File: config.mk
export PLATFORM = sky130hd
export DESIGN_NAME = wishbone_bridge
export DESIGN_NICKNAME = d
export VERILOG_FILES = /design/src/rtl/wishbone_bridge.sv
export SDC_FILE = /design/constraint.sdc
export NUM_CORES = 1
export LEC_CHECK = 0
export ABC_AREA = 1
export CELL_PAD_IN_SITES_DETAIL_PLACEMENT = 1
export CELL_PAD_IN_SITES_GLOBAL_PLACEMENT = 1
export CORE_ASPECT_RATIO = 1.1
export CORE_UTILIZATION = 40
export CTS_BUF_LIST = sky130_fd_sc_hd__clkbuf_2
export DETAILED_ROUTE_END_ITERATION = 8
export DONT_BUFFER_PORTS = 1
export PLACE_DENSITY = 0.78
export SLEW_MARGIN = 5
export SYNTH_ARGS = -nofsm -noshare
export SYNTH_HDL_FRONTEND = slang
export SYNTH_SLANG_ARGS = --single-unit
File: constraint.sdc
create_clock -name clock -period 3 [get_ports clock]
set_input_delay 0.6 -clock clock [delete_from_list [all_inputs] [get_ports clock]]
set_output_delay 0.6 -clock clock [all_outputs]
set_load 0.05 [all_outputs]
File: src/rtl/wishbone_bridge.sv
// Bridges the CPU's single-cycle memory port onto a Wishbone B4 classic master.
// Holds the core with `stall` while a cycle is outstanding; a timeout aborts silent cycles.
module wishbone_bridge #(
  parameter int ADDRESS_WIDTH  = 32,
  parameter int DATA_WIDTH     = 32,
  parameter int TIMEOUT_CYCLES = 255
) (
  input  logic                       clock,
  input  logic                       reset,
  input  logic                       request,
  input  logic [ADDRESS_WIDTH-1:0]   address,
  input  logic                       write_enable,
  input  logic [DATA_WIDTH-1:0]      write_data,
  output logic [DATA_WIDTH-1:0]      read_data,
  output logic                       stall,
  output logic                       bus_error,
  output logic                       wb_cyc,
  output logic                       wb_stb,
  output logic                       wb_we,
  output logic [ADDRESS_WIDTH-1:0]   wb_adr,
  output logic [DATA_WIDTH-1:0]      wb_dat_o,
  output logic [DATA_WIDTH/8-1:0]    wb_sel,
  input  logic [DATA_WIDTH-1:0]      wb_dat_i,
  input  logic                       wb_ack,
  input  logic                       wb_err
);

  localparam int CNT_W = $clog2(TIMEOUT_CYCLES + 1);
  localparam logic [CNT_W-1:0] LAST_COUNT = CNT_W'(TIMEOUT_CYCLES - 1);

  typedef enum logic [1:0] {
    IDLE,
    BUS,
    DONE
  } state_t;

  state_t state;
  state_t state_next;

  logic [CNT_W-1:0] count;
  logic             timed_out;
  logic             bus_exit;
  logic             fail_exit;

  assign timed_out = (count == LAST_COUNT);
  assign bus_exit  = wb_err || wb_ack || timed_out;
  // wb_err outranks wb_ack; a timeout only counts when the slave stayed silent.
  assign fail_exit = wb_err || (!wb_ack && timed_out);

  always_ff @(posedge clock or negedge reset) begin
    if (!reset) begin
      state <= IDLE;
    end else begin
      state <= state_next;
    end
  end

  always_comb begin
    state_next = state;
    case (state)
      IDLE:    if (request) state_next = BUS;
      BUS:     if (bus_exit) state_next = DONE;
      DONE:    state_next = IDLE;
      default: state_next = IDLE;
    endcase
  end

  always_comb begin
    stall = 1'b0;
    case (state)
      IDLE:    stall = request;
      BUS:     stall = 1'b1;
      default: stall = 1'b0;
    endcase
  end

  always_ff @(posedge clock or negedge reset) begin
    if (!reset) begin
      wb_cyc    <= 1'b0;
      wb_stb    <= 1'b0;
      wb_we     <= 1'b0;
      wb_adr    <= '0;
      wb_dat_o  <= '0;
      wb_sel    <= '0;
      read_data <= '0;
      bus_error <= 1'b0;
      count     <= '0;
    end else begin
      case (state)
        IDLE: begin
          if (request) begin
            wb_cyc   <= 1'b1;
            wb_stb   <= 1'b1;
            wb_sel   <= '1;
            wb_we    <= write_enable;
            wb_adr   <= address;
            wb_dat_o <= write_data;
            count    <= '0;
          end
        end
        BUS: begin
          count <= count + 1'b1;
          if (bus_exit) begin
            wb_cyc <= 1'b0;
            wb_stb <= 1'b0;
            wb_sel <= '0;
            if (fail_exit) begin
              bus_error <= 1'b1;
              read_data <= '0;
            end else if (!wb_we) begin
              read_data <= wb_dat_i;
            end
          end
        end
        DONE: begin
          bus_error <= 1'b0;
        end
        default: begin
          bus_error <= 1'b0;
        end
      endcase
    end
  end

endmodule

==> run_results.csv, run 1 <==
group,metric,value,unit
yosys,synth_seq_cells,109,
drt,first_pass_iters,4,
drt,num_vias,3481,
clock_tree,clk_pin_slew,0.33,ns
drt,dr_wl_met2,5650,µm
power,leakagePower,2.73,nW
die,core-area,11100,µm²
clock_tree,h-tree-depth,3,
flow_run,drv_cap,0,
global_routing,antenna_found_initial,0,
yosys,synth_top_cell_by_area,"dfrtp_1",
die,ios,207,
yosys,syn_area,4640,µm²
timing,period_minus_slack,2.70,ns
clock_tree,cts_buffer_depth,2,
drt,wl,11500,µm
timing,holdWs,0.0772,ns
global_routing,grt.overflow.total,0,
yosys,syn_inst,561,
setup_path,cp-end-kind,"output pin",
cells_and_area,syn2layout_area_growth,4.59,%
cells_and_area,n_fill_cell,1381,
setup_path,critical_path_class,"register to output pin",
drt,top_layer,"met4",
yosys,synth_top_cells_by_area,"dfrtp_1, nand2_1, nand3_1, inv_1, nor2_1",
power,peakVddDrop,0.475,mV
min_path,hp-class,"input port to register",
timing,hold_viol_final,0,
placed_design,dpl.hpwl,8140,µm
timing,drv_slew,0,
setup_path,crit_fanout,24,
cells_and_area,regArea,2730,µm²
timing,setup_tns,0,ns
die,dieHeight,115,µm
placed_design,io_buffers,0,
clock_tree,cts_sinks,109,
timing,rsz0062_at_grt,"false",
drt,drt_iter0_drc,200,
drt,met1_length,4640,µm
global_routing,grt_pass1_wl,18800,µm
timing,finalSetupViolCount,0,
placed_design,place_inst,684,
global_routing,grt_usage,0.197,
die,num_rows,40,
clock_tree,cts_root_buf,"clkbuf_2",
outcome,status,"finished clean",
setup_path,cp.required,2.40,ns
yosys,syn_area_per_cell,8.26,µm²
die,start_util,0.417,
yosys,synth.top_cell.area_share,0.588,
clock_tree,insertion_delay,0.58,ns
clock_tree,cts_tree,"built",
power,report.power.total,5.88,mW
yosys,syn-num-nets,665,
global_routing,grt_pass1_vias,3813,
cells_and_area,drive_gt1_frac,0.0649,
yosys,ys_types,23,
drt,remaining_drc_errors,0,
cells_and_area,multi_input_area,1550,µm²
cells_and_area,nets,654,
setup_path,worstPathArrival,2.10,ns
power,p_per_area,1210,nW/µm²
drt,met3_length,1060,µm
yosys,ys_seq_area_frac,0.588,
drt,routedWlPerCell,16.4,µm
clock_tree,cts_made_buffers,9,
cells_and_area,diodes,0,
timing,relSlewSlack,0.521,
die,die_x,105,µm
timing,fin_skew,0.0438,ns
drt,ant_nets,0,
cells_and_area,fin_cells,702,
clock_tree,ctsResizeCount,0,
timing,max_freq,371,MHz
drt,viasPerCell,4.96,
timing,worst_pin_slew,0.717,ns
die,die_area,12000,µm²
yosys,yosys_warnings,0,
setup_path,worstSetupStartpointType,"register",
global_routing,grt_max_degree,110,
placed_design,place_congestion,0.766,
timing,fin_crit_sh,0.898,
clock_tree,postCtsSetupBuffers,0,
power breakdown:
| part | switching, mW | internal (mW) |
|---|---|---|
| registers | 2.23 | 1.95 |
| logic | 0.691 | 0.298 |
| clock network | 0.504 | 0.205 |
| total | 3.42 | 2.46 |
metal layers:
layer | track usage | vias up
met1 | 0.230 | 1669
met4 | 0.0704 | 0
met3 | 0.0697 | 10
met5 | 0 | -
met2 | 0.339 | 148
li1 | - | 1654
sequential cells by signal, summed over array words and instances (netlist names):
| register | count |
|---|---|
| read_data | 32 |
| wb_adr | 32 |
| wb_dat_o | 32 |
| count | 8 |
| state | 2 |
| bus_error | 1 |
| wb_sel | 1 |
| wb_we | 1 |
cells by family after synthesis:
logic type                 after synthesis  synth area share
buffers and inverters                   78            0.0791
muxes                                    1           0.00216
adders and majority gates                2           0.00540
AOI/OAI and AO/OA                       13            0.0178
and+or+nand+nor                        358             0.307
DFF                                    109             0.588
layout make-up:
type	instances	area share
clock buffers	10	0.0103
clock inverters	6	0.0142
inverters	46	0.0356
multi-input cells	374	0.319
flip-flops and latches	109	0.563
well taps	147	0.0379
repair buffers	10	0.0201
through the flow:
step           utilization  area [µm²]  setup WS, ns
4_1_cts              0.436        4850         0.215
6_report             0.436        4850         0.305
5_1_grt              0.436        4850        0.0968
3_5_place_dp         0.422        4690         0.638
3_3_place_gp         0.422        4690         0.739
2_1_floorplan            -        4640          1.20
worst paths after layout:
| check | slack, ns | endpoint | cells after the start | start |
|---|---|---|---|---|
| hold reg to reg | 0.54 | bus_error$_DFFE_PN0P_ | 1 | state[1]$_DFFE_PN0P_ |
| setup reg to reg | 0.63 | read_data[7]$_DFFE_PN0P_ | 9 | count[0]$_DFFE_PN0P_ |
| min in group asynchronous | 0.59 | read_data[27]$_DFFE_PN0P_ | 2 | reset |
| setup / recovery | 0.30 | stall | 3 | state[0]$_DFFE_PN0P_ |
| max in group asynchronous | 1.95 | read_data[20]$_DFFE_PN0P_ | 2 | reset |
| hold / removal | 0.08 | wb_dat_o[21]$_DFFE_PN0P_ | 2 | write_data[21] |
placed cells by master, fill, tap and decap left out, drive strengths merged:
cell / count
nand2: 275
dfrtp: 109
inv: 49
nand3: 42
nor2: 41
clkbuf: 10
buf: 9
o21ai: 8
a21oi: 3
ha: 2
a22o: 1
mux2i: 1
o31ai: 1
bufinv: 1
clkinv: 1
clkinvlp: 1
dlygate4sd3: 1
Yosys cell counts, drive strengths merged:
| cell | number |
|---|---|
| a21oi | 3 |
| a22o | 1 |
| buf | 28 |
| clkbuf | 4 |
| dfrtp | 109 |
| ha | 2 |
| inv | 46 |
| mux2i | 1 |
| nand2 | 275 |
| nand3 | 42 |
| nor2 | 41 |
| o21ai | 8 |
| o31ai | 1 |
worst max-delay path, stage by stage, from the launching register on:
cell     delay (ns)
dfrtp_1        0.46
inv_1          0.11
nand3_2        0.40
nand2_1        0.58
timing repair:
item | 4_1_cts | 5_1_grt
hold buffers | 2 | 0
hold endpoints to repair | 109 | 0
setup endpoints to repair | 0 | 0
Note: power is estimated with default switching activity, not from simulation.
==> run 2: changes to the inputs <==
--- a/config.mk
+++ b/config.mk
@@ -5,7 +5,7 @@
 export SDC_FILE = /design/constraint.sdc
 export NUM_CORES = 1
 export LEC_CHECK = 0
-export ABC_AREA = 1
+export ABC_AREA = 0
 export CELL_PAD_IN_SITES_DETAIL_PLACEMENT = 1
 export CELL_PAD_IN_SITES_GLOBAL_PLACEMENT = 1
 export CORE_ASPECT_RATIO = 1.1
@@ -13,7 +13,7 @@
 export CTS_BUF_LIST = sky130_fd_sc_hd__clkbuf_2
 export DETAILED_ROUTE_END_ITERATION = 8
 export DONT_BUFFER_PORTS = 1
-export PLACE_DENSITY = 0.78
+export PLACE_DENSITY = 0.76
 export SLEW_MARGIN = 5
 export SYNTH_ARGS = -nofsm -noshare
 export SYNTH_HDL_FRONTEND = slang
==> run_results.csv, run 2 <==
group,metric,value,unit
power,leakagePower,2.34,nW
drt,drt_iter0_drc,106,
yosys,yosys_warnings,0,
timing,period_minus_slack,2.33,ns
cells_and_area,nets,510,
setup_path,critical_path_class,"register to output pin",
clock_tree,cts_root_buf,"clkbuf_2",
setup_path,worstSetupStartpointType,"register",
die,die_area,11000,µm²
cells_and_area,final_common_cell,"nand2_1",
timing,hold_viol_final,0,
drt,routedWlPerCell,17.8,µm
drt,wl,9810,µm
global_routing,use_met2,0.299,
timing,fin_skew,0.0274,ns
setup_path,worstPathArrival,1.73,ns
power,p_per_area,1190,nW/µm²
global_routing,grt_max_degree,110,
yosys,synth_top_cell_by_area,"dfrtp_1",
timing,fin_crit_sh,0.776,
placed_design,place_congestion,0.671,
die,dieHeight,110,µm
cells_and_area,final_cell_mix,"nand2_1, dfrtp_1, a22o_1, clkbuf_2, o21ai_0",
yosys,syn_area,4220,µm²
outcome,status,"finished clean",
power,p_sw_frac,0.553,
cells_and_area,drive_gt1_frac,0.0730,
global_routing,grtUsageMet3,0.0776,
drt,num_vias,2865,
timing,drv_slew,0,
die,start_util,0.419,
cells_and_area,diodes,0,
drt,viasPerCell,5.20,
timing,max_freq,430,MHz
global_routing,antenna_found_initial,1,
yosys,synth_seq_cells,109,
yosys,synth-edff-count,0,
clock_tree,cts_tree,"built",
yosys,ys_types,28,
clock_tree,clk_pin_slew,0.28,ns
clock_tree,cts_made_buffers,9,
timing,setup_tns,0,ns
die,die_x,99.9,µm
yosys,syn-num-nets,517,
clock_tree,postCtsSetupBuffers,0,
global_routing,grt_pass1_wl,15300,µm
clock_tree,cts_sinks,109,
yosys,synthTopCellsByCount,"nand2_1, dfrtp_1, a22o_1",
power,pwr-share-comb,0.152,
clock_tree,cts_hold_buffers,2,
power,internal_power,2.37,mW
setup_path,crit_fanout,5,
global_routing,grt-busiest-layer,"met2",
global_routing,grt_usage,0.181,
timing,worst_pin_slew,1.12,ns
placed_design,dpl.hpwl,6690,µm
die,ios,207,
yosys,syn_area_per_cell,10.2,µm²
timing,finalSetupViolCount,0,
setup_path,cp.required,2.40,ns
drt,ant_nets,0,
clock_tree,insertion_delay,0.56,ns
placed_design,io_buffers,0,
global_routing,met1_usage,0.206,
cells_and_area,syn2layout_area_growth,5.31,%
clock_tree,cts_buffer_depth,2,
clock_tree,h-tree-depth,3,
flow_run,drv_cap,0,
power,pwr-share-clk,0.124,
yosys,ys_seq_area_frac,0.646,
yosys,synthFlopType,"dfrtp_1",
power,share_seq_of_total_power,0.725,
clock_tree,ctsResizeCount,0,
yosys,synth.top_cell.area_share,0.646,
timing,relSlewSlack,0.253,
cells_and_area,reg.largest.list,"read_data x32, wb_adr x32, wb_dat_o x32",
drt,first_pass_iters,4,
timing,rsz0062_at_grt,"false",
die,core-area,10100,µm²
global_routing,grt_pass1_vias,3009,
min_path,hp-class,"input port to register",
global_routing,grt.overflow.total,0,
drt,remaining_drc_errors,0,
timing,holdWs,0.102,ns
yosys,yosysMostFrequentCell,"nand2_1",
power,p_switching,2.93,mW
yosys,async_reset_ff_frac,1.00,
die,num_rows,38,
yosys,synth_top_cells_by_area,"dfrtp_1, nand2_1, a22o_1, buf_2, o21ai_0",
yosys,syn_inst,413,
setup_path,cp-end-kind,"output pin",
power,peakVddDrop,0.426,mV
run 2: cell types whose count changed in the layout (fill, tap and decap cells not counted), moves of 3 or more:
cell,previous run,this run
a22o_1,1,30
buf_4,8,5
inv_1,44,5
inv_6,3,0
nand2_1,272,205
nand2b_1,0,3
nand3_1,40,1
nor2_1,39,4
run 2: logic make-up (layout without fill, tap and decap cells):
logic type               Yosys count  after routing  share of synthesized area
AO/OA/AOI/OAI                     46             46                     0.0869
XOR/XNOR                           1              1                    0.00208
buffers and inverters             30             28                     0.0391
adder cells (fa/ha/maj)            2              2                    0.00593
flip-flops                       109            109                      0.646
AND/OR/NAND/NOR                  222            222                      0.213
multiplexers                       3              3                    0.00712
run 2: metrics by stage:
stage                     cells  setup slack, ns  cell area (µm²)  power [mW]  utilization
after CTS                   551            0.600             4440        5.37        0.441
after global placement      533            0.975             4300        4.60        0.426
final                       551            0.672             4440        5.30        0.441
after floorplan             413             1.30             4220        4.45            -
after global routing        551            0.464             4440        5.58        0.441
after detailed placement    533            0.920             4300        4.67        0.426
run 2: critical path, cell delays in order (launching register included):
cell and delay (ns):
dfrtp_1 0.48, o21bai_1 0.36, inv_1 0.33
run 2: worst paths after layout:
check / startpoint / endpoint / slack [ns] / depth (start not counted)
worst max-delay path: state[0]$_DFFE_PN0P_ / stall / 0.67 / 2
worst min-delay path: write_data[14] / wb_dat_o[14]$_DFFE_PN0P_ / 0.10 / 2
worst max register to register: wb_we$_DFFE_PN0P_ / read_data[28]$_DFFE_PN0P_ / 0.85 / 3
worst min register to register: state[1]$_DFFE_PN0P_ / bus_error$_DFFE_PN0P_ / 0.50 / 1
max in group asynchronous: reset / wb_sel[2]$_DFFE_PN0P_ / 1.91 / 2
min in group asynchronous: reset / read_data[24]$_DFFE_PN0P_ / 0.60 / 2
run 2: cell type report:
type,count,area [µm²]
clock buffer,12,60.1
clock inverter,4,48.8
fill,1146,5640
inverter,5,18.8
multi-input combinational,274,1340
sequential,109,2730
tap,140,175
timing repair buffer,7,75.1
run 2: power groups by stage:
stage          registers (mW)  clock network, mW  logic [mW]
6_report                 3.84              0.655       0.803
5_1_grt                  3.90              0.751       0.928
4_1_cts                  3.85              0.695       0.827
3_5_place_dp             3.88                  0       0.789
3_3_place_gp             3.87                  0       0.732
2_1_floorplan            3.76                  0       0.697
run 2: routing by layer:
metal / routed length (µm) / vias to the layer above
met2: 4710 / 152
met4: 130 / 2
met5: 10 / -
li1: - / 1303
met1: 3810 / 1394
met3: 1140 / 14
==> run 3: changes to the inputs <==
==> constraint.sdc (replaced) <==
create_clock -name clock -period 2.38 [get_ports clock]
set_input_delay 0.476 -clock clock [delete_from_list [all_inputs] [get_ports clock]]
set_output_delay 0.476 -clock clock [all_outputs]
set_load 0.05 [all_outputs]
==> run_results.csv, run 3 (synthesis results as in run 2) <==
group,metric,value,unit
drt,viasPerCell,5.14,
die,dieHeight,110,µm
power,pwr-share-comb,0.173,
drt,drt_iter0_drc,142,
min_path,hp-class,"input port to asynchronous set/reset pin",
clock_tree,cts_tree,"built",
timing,drv_slew,0,
clock_tree,insertion_delay,0.60,ns
power,report.power.total,7.13,mW
drt,num_vias,3335,
flow_run,drv_cap,0,
timing,worst_pin_slew,0.794,ns
power,p_per_area,1300,nW/µm²
timing,holdWs,-0.500,ns
placed_design,place_area,4330,µm²
clock_tree,cts_sinks,109,
setup_path,critical_path.max_stage_delay,0.48,ns
power,share_seq_of_total_power,0.678,
timing,relSlewSlack,0.469,
timing,hold_viol_final,109,
drt,ant_nets,0,
power,peakVddDrop,0.522,mV
drt,first_pass_iters,4,
cells_and_area,final_common_cell,"nand2_1",
cells_and_area,fin_cells,649,
die,die_area,11000,µm²
power,p_sw_frac,0.536,
setup_path,slowest_stage,"dfrtp_1",
clock_tree,cts_made_buffers,9,
setup_path,worstSetupStartpointType,"register",
setup_path,cp-end-kind,"output pin",
setup_path,crit_cells,2,
setup_path,reg2reg_from,"count[0]$_DFFE_PN0P_",
setup_path,r2r_end,"read_data[26]$_DFFE_PN0P_",
drt,routedWlPerCell,18.9,µm
clock_tree,cts_root_buf,"clkbuf_2",
setup_path,crit_family,"flip-flops",
cells_and_area,syn2layout_area_growth,29.6,%
drt,remaining_drc_errors,0,
cells_and_area,final_area,5470,µm²
placed_design,dpl.hpwl,7020,µm
placed_design,io_buffers,0,
global_routing,grt.overflow.total,0,
cells_and_area,final_util,0.543,
setup_path,critical_path_class,"register to output pin",
outcome,violations,"hold timing",
power,leakagePower,2.77,nW
global_routing,grt_usage,0.223,
setup_path,r2r_slack,0.49,ns
setup_path,cp.required,1.90,ns
placed_design,dp_slack,0.260,ns
global_routing,grt_pass1_vias,3549,
die,core-area,10100,µm²
die,die_x,99.9,µm
clock_tree,h-tree-depth,3,
cells_and_area,final_cell_mix,"nand2_1, dfrtp_1, dlygate4sd3_1, a22o_1, clkbuf_2",
drt,wl,12300,µm
die,ios,207,
cells_and_area,nets,607,
setup_path,critPathCapture,"stall",
timing,fin_skew,0.0267,ns
setup_path,path_buf_inv,1,
cells_and_area,drive_gt1_frac,0.0630,
timing,rsz0062_at_grt,"false",
power,internal_power,3.31,mW
cells_and_area,reg.largest.list,"read_data x32, wb_adr x32, wb_dat_o x32",
die,num_rows,38,
setup_path,worstPathArrival,1.68,ns
timing,fin_crit_sh,0.905,
outcome,status,"complete, but fails checks",
die,start_util,0.419,
global_routing,grt_max_degree,110,
placed_design,place_congestion,0.670,
clock_tree,postCtsSetupBuffers,0,
setup_path,worst_r2r_path_depth,6,
timing,max_freq,464,MHz
setup_path,critical_path.cell_chain,"o21bai_2 > inv_1",
clock_tree,clk_pin_slew,0.30,ns
power,p_switching,3.82,mW
clock_tree,cts_buffer_depth,2,
timing,fin_ws,0.227,ns
timing,setup_tns,0,ns
global_routing,antenna_found_initial,1,
placed_design,place_inst,535,
setup_path,startpoint,"state[1]$_DFFE_PN0P_",
timing,period_minus_slack,2.15,ns
power,pwr-share-clk,0.149,
timing,finalSetupViolCount,0,
global_routing,grt_pass1_wl,18600,µm
setup_path,crit_fanout,5,
-- run 3: worst min path at each step --
| stage | to | slack [ns] | start |
|---|---|---|---|
| after global routing | read_data[5]$_DFFE_PN0P_ | -0.56 | reset |
| after floorplan | bus_error$_DFFE_PN0P_ | 0.18 | reset |
| after CTS | wb_dat_o[23]$_DFFE_PN0P_ | -0.54 | reset |
| after detailed placement | read_data[5]$_DFFE_PN0P_ | 0.18 | reset |
| after global placement | read_data[8]$_DFFE_PN0P_ | 0.18 | reset |
| final | read_data[9]$_DFFE_PN0P_ | -0.50 | reset |
-- run 3: worst register-to-register path, delay by kind of cell, from the launching register on --
kind | cells | cell delay (ns)
AOI/OAI and AO/OA | 2 | 0.94
DFF | 1 | 0.47
adders and majority gates | 1 | 0.19
and+or+nand+nor | 2 | 0.19
buffers and inverters | 1 | 0.06
-- run 3: layout make-up --
cell class	instances	area, µm²
antenna	1	2.50
clock buffer	9	45.0
clock inverter	7	114
fill	1078	4610
inverter	5	18.8
multi-input combinational	274	1350
sequential	109	2730
tap	140	175
timing repair buffer	104	1040
-- run 3: per-layer routing --
| metal | up-vias | wire, µm | GRT usage |
|---|---|---|---|
| met2 | 184 | 6240 | 0.391 |
| met3 | 23 | 1190 | 0.0718 |
| li1 | 1501 | - | - |
| met4 | 0 | 277 | 0.105 |
| met5 | - | 0 | 0 |
| met1 | 1627 | 4550 | 0.246 |
-- run 3: what timing repair did --
item                                   4_1_cts  5_1_grt
endpoints found under the hold margin      205      110
hold buffers                                96        1
gates resized for setup                      0        2
setup endpoints to repair                    0        5
-- run 3: power groups by stage --
stage               combinational (mW)  clock [mW]  sequential [mW]
floorplan                        0.879           0             4.73
global placement                  1.00           0             4.83
detailed placement                1.08           0             4.84
CTS                               1.21        1.09             4.81
global route                      1.38        1.16             4.90
finish                            1.24        1.06             4.83
